==> config.mk <==
export PLATFORM = sky130hd
export DESIGN_NAME = operand_forward_ctrl
export DESIGN_NICKNAME = d
export VERILOG_FILES = /design/src/rtl/operand_forward_ctrl.sv
export SDC_FILE = /design/constraint.sdc
export NUM_CORES = 1
export LEC_CHECK = 0
export ABC_AREA = 1
export CORE_MARGIN = 1
export CORE_UTILIZATION = 42
export CTS_CLUSTER_SIZE = 24
export DETAILED_ROUTE_END_ITERATION = 10
export GPL_ROUTABILITY_DRIVEN = 0
export PLACE_DENSITY = 0.79
export SETUP_SLACK_MARGIN = 0.3
export SLEW_MARGIN = 20
export SYNTH_ARGS = -nofsm -noshare
export SYNTH_HDL_FRONTEND = slang
export SYNTH_SLANG_ARGS = --single-unit
==> constraint.sdc <==
create_clock -name clk -period 1.3 [get_ports clk]
set_input_delay 0.195 -clock clk [delete_from_list [all_inputs] [get_ports clk]]
set_output_delay 0.195 -clock clk [all_outputs]
set_load 0.01 [all_outputs]
==> src/rtl/operand_forward_ctrl.sv <==
// ID-stage hazard/forwarding controller: registered EX operand-mux selects and load-use stall.
// Optional FWD_STATS_EN adds saturating stall/forward event counters.
module operand_forward_ctrl #(
  parameter int unsigned      REG_W    = 5,
  parameter logic [REG_W-1:0] ZERO_REG = REG_W'(31)
) (
  input  logic             clk,
  input  logic             rst_n,
  input  logic             id_valid,
  input  logic [REG_W-1:0] id_rn,
  input  logic [REG_W-1:0] id_rm,
  input  logic             id_use_rn,
  input  logic             id_use_rm,
  input  logic             id_use_imm,
  input  logic [REG_W-1:0] id_rd,
  input  logic             id_reg_write,
  input  logic             id_mem_read,
  input  logic             flush,
  output logic             stall,
  output logic [1:0]       ex_sel_a,
  output logic [1:0]       ex_sel_b
`ifdef FWD_STATS_EN
  ,
  output logic [15:0]      stall_cnt,
  output logic [15:0]      fwd_cnt
`endif
);

  localparam logic [1:0] SelRf  = 2'd0;
  localparam logic [1:0] SelEx  = 2'd1;
  localparam logic [1:0] SelMem = 2'd2;
  localparam logic [1:0] SelImm = 2'd3;

  logic [REG_W-1:0] ex_rd_q, ex_rd_d, mem_rd_q;
  logic             ex_wr_q, ex_wr_d, ex_ld_q, ex_ld_d, mem_wr_q;
  logic [1:0]       sel_a_q, sel_a_d, sel_b_q, sel_b_d;
  logic [1:0]       sel_a_nxt, sel_b_nxt;

  logic rn_live, rm_live;
  logic ex_hit_rn, ex_hit_rm, mem_hit_rn, mem_hit_rm;
  logic advance;

  // The zero register is never a real dependency.
  assign rn_live = id_use_rn && (id_rn != ZERO_REG);
  assign rm_live = id_use_rm && (id_rm != ZERO_REG);

  assign ex_hit_rn  = ex_wr_q  && (ex_rd_q  == id_rn) && rn_live;
  assign ex_hit_rm  = ex_wr_q  && (ex_rd_q  == id_rm) && rm_live;
  assign mem_hit_rn = mem_wr_q && (mem_rd_q == id_rn) && rn_live;
  assign mem_hit_rm = mem_wr_q && (mem_rd_q == id_rm) && rm_live;

  assign stall   = id_valid && !flush && ex_ld_q && ex_wr_q && (ex_hit_rn || ex_hit_rm);
  assign advance = id_valid && !flush && !stall;

  always_comb begin
    sel_a_nxt = SelRf;
    if (ex_hit_rn) begin
      sel_a_nxt = SelEx;
    end else if (mem_hit_rn) begin
      sel_a_nxt = SelMem;
    end

    sel_b_nxt = SelRf;
    if (id_use_imm) begin
      sel_b_nxt = SelImm;
    end else if (ex_hit_rm) begin
      sel_b_nxt = SelEx;
    end else if (mem_hit_rm) begin
      sel_b_nxt = SelMem;
    end
  end

  always_comb begin
    // Default is a bubble into EX.
    ex_rd_d = ZERO_REG;
    ex_wr_d = 1'b0;
    ex_ld_d = 1'b0;
    sel_a_d = SelRf;
    sel_b_d = SelRf;
    if (advance) begin
      ex_rd_d = id_rd;
      ex_wr_d = id_reg_write;
      ex_ld_d = id_mem_read;
      sel_a_d = sel_a_nxt;
      sel_b_d = sel_b_nxt;
    end
  end

  always_ff @(posedge clk or negedge rst_n) begin
    if (!rst_n) begin
      ex_rd_q  <= ZERO_REG;
      ex_wr_q  <= 1'b0;
      ex_ld_q  <= 1'b0;
      mem_rd_q <= ZERO_REG;
      mem_wr_q <= 1'b0;
      sel_a_q  <= SelRf;
      sel_b_q  <= SelRf;
    end else begin
      ex_rd_q  <= ex_rd_d;
      ex_wr_q  <= ex_wr_d;
      ex_ld_q  <= ex_ld_d;
      mem_rd_q <= ex_rd_q;
      mem_wr_q <= ex_wr_q;
      sel_a_q  <= sel_a_d;
      sel_b_q  <= sel_b_d;
    end
  end

  assign ex_sel_a = sel_a_q;
  assign ex_sel_b = sel_b_q;

`ifdef FWD_STATS_EN
  logic [15:0] stall_cnt_q, fwd_cnt_q;
  logic        fwd_event;

  // Immediate (3) and regfile (0) selects are not forwards.
  assign fwd_event = advance &&
                     ((sel_a_nxt == SelEx) || (sel_a_nxt == SelMem) ||
                      (sel_b_nxt == SelEx) || (sel_b_nxt == SelMem));

  always_ff @(posedge clk or negedge rst_n) begin
    if (!rst_n) begin
      stall_cnt_q <= 16'h0000;
      fwd_cnt_q   <= 16'h0000;
    end else begin
      if (stall && (stall_cnt_q != 16'hFFFF)) begin
        stall_cnt_q <= stall_cnt_q + 16'd1;
      end
      if (fwd_event && (fwd_cnt_q != 16'hFFFF)) begin
        fwd_cnt_q <= fwd_cnt_q + 16'd1;
      end
    end
  end

  assign stall_cnt = stall_cnt_q;
  assign fwd_cnt   = fwd_cnt_q;
`endif

endmodule

==> qor.csv <==
stage;metric;value;unit
placed_design;Placed Area;1520;um2
die;Chip Width;51.8;um
critical_path;Critical path origin;ex_rd_q[3];
clocking;hold buffers post-CTS;0;
final_layout;layout cell share with drive strength beyond 1;34.6;%
routing;met3 WL;117;um
critical_path;Worst R2R Path Depth;12;
routing;Via Count;1065;
routing;number of iterations in the first detailed-routing pass;4;
final_layout;# nets final;216;
synth;sequential cell area fraction in the yosys report;42.0;%
critical_path;CP Capture Point;stall;
synth;post-synthesis compound-gate area fraction;5.28;%
synth;top_reg_cell synth;dfstp_2;
critical_path;Setup crit end kind;primary output;
timing;Slew headroom;84.0;%
critical_path;Worst R2R End;ex_sel_b[0];
synth;post-synthesis xor/xnor area fraction;5.04;%
synth;FF+latch count, synth;17;
final_layout;area of the multi-input gates;547;um2
synth;Post-Synth Simple-Gate Area;38.4;%
timing;setup ws final;-475;ps
synth;most common cell in the netlist;nand2_1;
routing;met2 wire length;1430;um
final_layout;Fillers;182;
power_and_ir_drop;VDD IR-drop max;0.490;mV
clocking;CTS buffer count;3;
synth;Mapped Area;1040;um2
routing;WL met1;1040;um
final_layout;Layout area overhead;52.6;%
grt;grt ovf;0;
synth;mux cell area share after synthesis;0;%
synth;Yosys top cell by area;dfstp_2;
synth;largest family of logic cells by synthesized area;simple AND/OR/NAND/NOR gates;
clocking;clock sinks;17;
clocking;worst skew pair latency;290;ps
synth;top post-synthesis cells by count;36 x nand2_1, 26 x inv_1, 10 x dfstp_2;
grt;largest net degree at the start of global routing;18;
clocking;Clock transition at path regs;90;ps
timing;hold slack;217;ps
timing;Final Max Slew Viols;0;
die;io pins;29;
grt;first-pass GRT wire length;4440;um
routing;DRT iter0 DRCs;15;
flow_run;max_cap viols;0;
critical_path;Slowest-stage cell, CP;dfstp_2;
critical_path;CP arrival;1580;ps
critical_path;reg2reg start;ex_rd_q[3];
status;status;finished with violations;
clocking;Longest Clk Path Bufs;2;
placed_design;HPWL Detailed;2110;um
die;initial core utilization;45.8;%
routing;Routed WL;2660;um
routing;wire length per cell;12.1;um
clocking;CTS tree;built;
hold_path;Worst Hold Class;input port to async pin;
routing;DRC errors left;0;
critical_path;Worst path max stage delay;540;ps
final_layout;ANT cells;0;
routing;Max Used Layer;met4;
synth;Synth Instances;135;
final_layout;Reg area;438;um2
clocking;Root Buffer;clkbuf_4;
timing;Final Cycle Share;137;%
synth;area share of the largest cell type after synthesis;25.2;%
final_layout;Final Cell Area;1590;um2
status;failing checks;setup timing;
synth;top post-synthesis cells by area;dfstp_2 25%, dfrtp_1 17%, nand2_1 13%;
synth;YS warnings;0;
timing;RSZ-0062 raised after global routing;yes;
synth;Avg Inst Size Synth;7.73;um2
synth;Synth async-reset ratio;100;%
critical_path;CP Max Fanout;4;
timing;fmax;563;MHz
critical_path;worst path cell trace;inv_2 -> a21oi_2 -> nand2_1 -> nor2_2 -> nand3_4 -> nand2_4 -> nand2_4 -> inv_2 -> buf_6;
die;number of cell rows;17;
die;core box area;2280;um2
routing;DR vias/cell;4.86;
timing;Min Clock Period, post-route;1770;ps
critical_path;critical path required time;1110;ps
power_and_ir_drop;PwrDens;709;nW/um2
timing;# setup viols final;12;
timing;Final Hold Viols;0;
critical_path;Worst setup SP type;flip-flop;
synth;Synth Area in Adders;0;%
timing;clock skew;2.38;ps
critical_path;R2R setup slack;-440;ps
grt;initial antenna violation count;0;
synth;syn_nets;159;
grt;total track usage;22.7;%
placed_design;IO buf count;28;
die;DIE HEIGHT;51.8;um
synth;Post-synth EDFFs;0;
routing;Final ANT Viol Nets;0;
timing;worst slew pin tran;239;ps
critical_path;crit path kind;flip-flop to primary output;
clocking;H-tree Lvls;1;
synth;library cells used by synthesis;21;
grt;vias in the first global route;1090;
die;Die ar.;2690;um2
power_and_ir_drop;Pleak;0.818;nW
## power by group
group	switching (mW)	total (mW)	internal [mW]
Combinational	0.132	0.280	0.148
Clock	0.162	0.281	0.119
Sequential	0.0117	0.568	0.557
## stage by stage
stage / worst slack, ps / TNS, ps / util, % / power (mW) / cells
2_1_floorplan: -93.6 / -614 / - / 0.682 / 135
3_3_place_gp: -783 / -5250 / 66.8 / 0.839 / 212
3_5_place_dp: -793 / -5550 / 66.8 / 0.849 / 212
4_1_cts: -478 / -4700 / 69.5 / 1.14 / 219
5_1_grt: -579 / -5980 / 70.0 / 1.20 / 219
6_report: -475 / -4810 / 70.0 / 1.13 / 219
## cells in the final DEF (no fill, tap or decap)
cell type	instances
a21oi_1	2
a21oi_2	2
a31oi_1	1
buf_2	4
buf_4	22
buf_6	3
clkbuf_1	1
clkbuf_4	3
clkdlybuf4s50_1	23
dfrtp_1	7
dfstp_2	10
inv_1	24
inv_2	2
nand2_1	35
nand2_2	3
nand2_4	2
nand2_8	1
nand3_1	8
nand3_2	3
nand3_4	1
nand3b_1	5
nand4_1	1
nor2_1	8
nor2_2	7
nor2_4	3
o2111ai_1	1
o21a_1	2
o21ai_1	1
xnor2_1	4
xor2_1	2
## per-layer routing
layer  global-route usage (%)  vias up
met5                        0        -
li1                         -      527
met1                     25.5      494
met3                     2.05        8
met4                     9.01        0
met2                     42.9       36
## cells by family after synthesis
logic type      Yosys count
xor+xnor                  6
simple gates             77
flops                    17
buf+inv                  26
compound gates            9
## how the worst min path moves through the flow
| stage | startpoint | to | slack, ps | cells past startpoint |
|---|---|---|---|---|
| after global placement | ex_rd_q[4] | mem_rd_q[4] | 380 | 0 |
| after global routing | rst_n | mem_wr_q | 230 | 2 |
| after floorplan | rst_n | ex_ld_q | -100 | 0 |
| after CTS | rst_n | mem_wr_q | 220 | 2 |
| after detailed placement | ex_rd_q[4] | mem_rd_q[4] | 380 | 0 |
| final | rst_n | ex_wr_q | 220 | 2 |
## worst max-delay path, delay by kind of cell (launching register included)
| kind | cells | cell delay [ps] |
|---|---|---|
| buffers and inverters | 3 | 200 |
| and+or+nand+nor | 5 | 440 |
| DFF | 1 | 540 |
| AOI/OAI and AO/OA | 1 | 120 |
## area by class of cell
cell class	instances	area share, %
multi-input combinational	92	34.3
timing repair buffer	52	28.2
sequential	17	27.5
inverter	26	6.13
tap	28	2.20
clock buffer	4	1.65
## what timing repair did
item	4_1_cts	5_1_grt
buffers inserted	3	0
pin swaps	7	4
gates resized for setup	28	3
endpoints found under the setup margin	16	16
## sequential cells by signal (all words and copies together) (netlist names)
register / cells
ex_rd_q: 5
mem_rd_q: 5
ex_sel_a: 2
ex_sel_b: 2
ex_ld_q: 1
ex_wr_q: 1
mem_wr_q: 1
No activity file was read; power rests on OpenSTA's default activity.
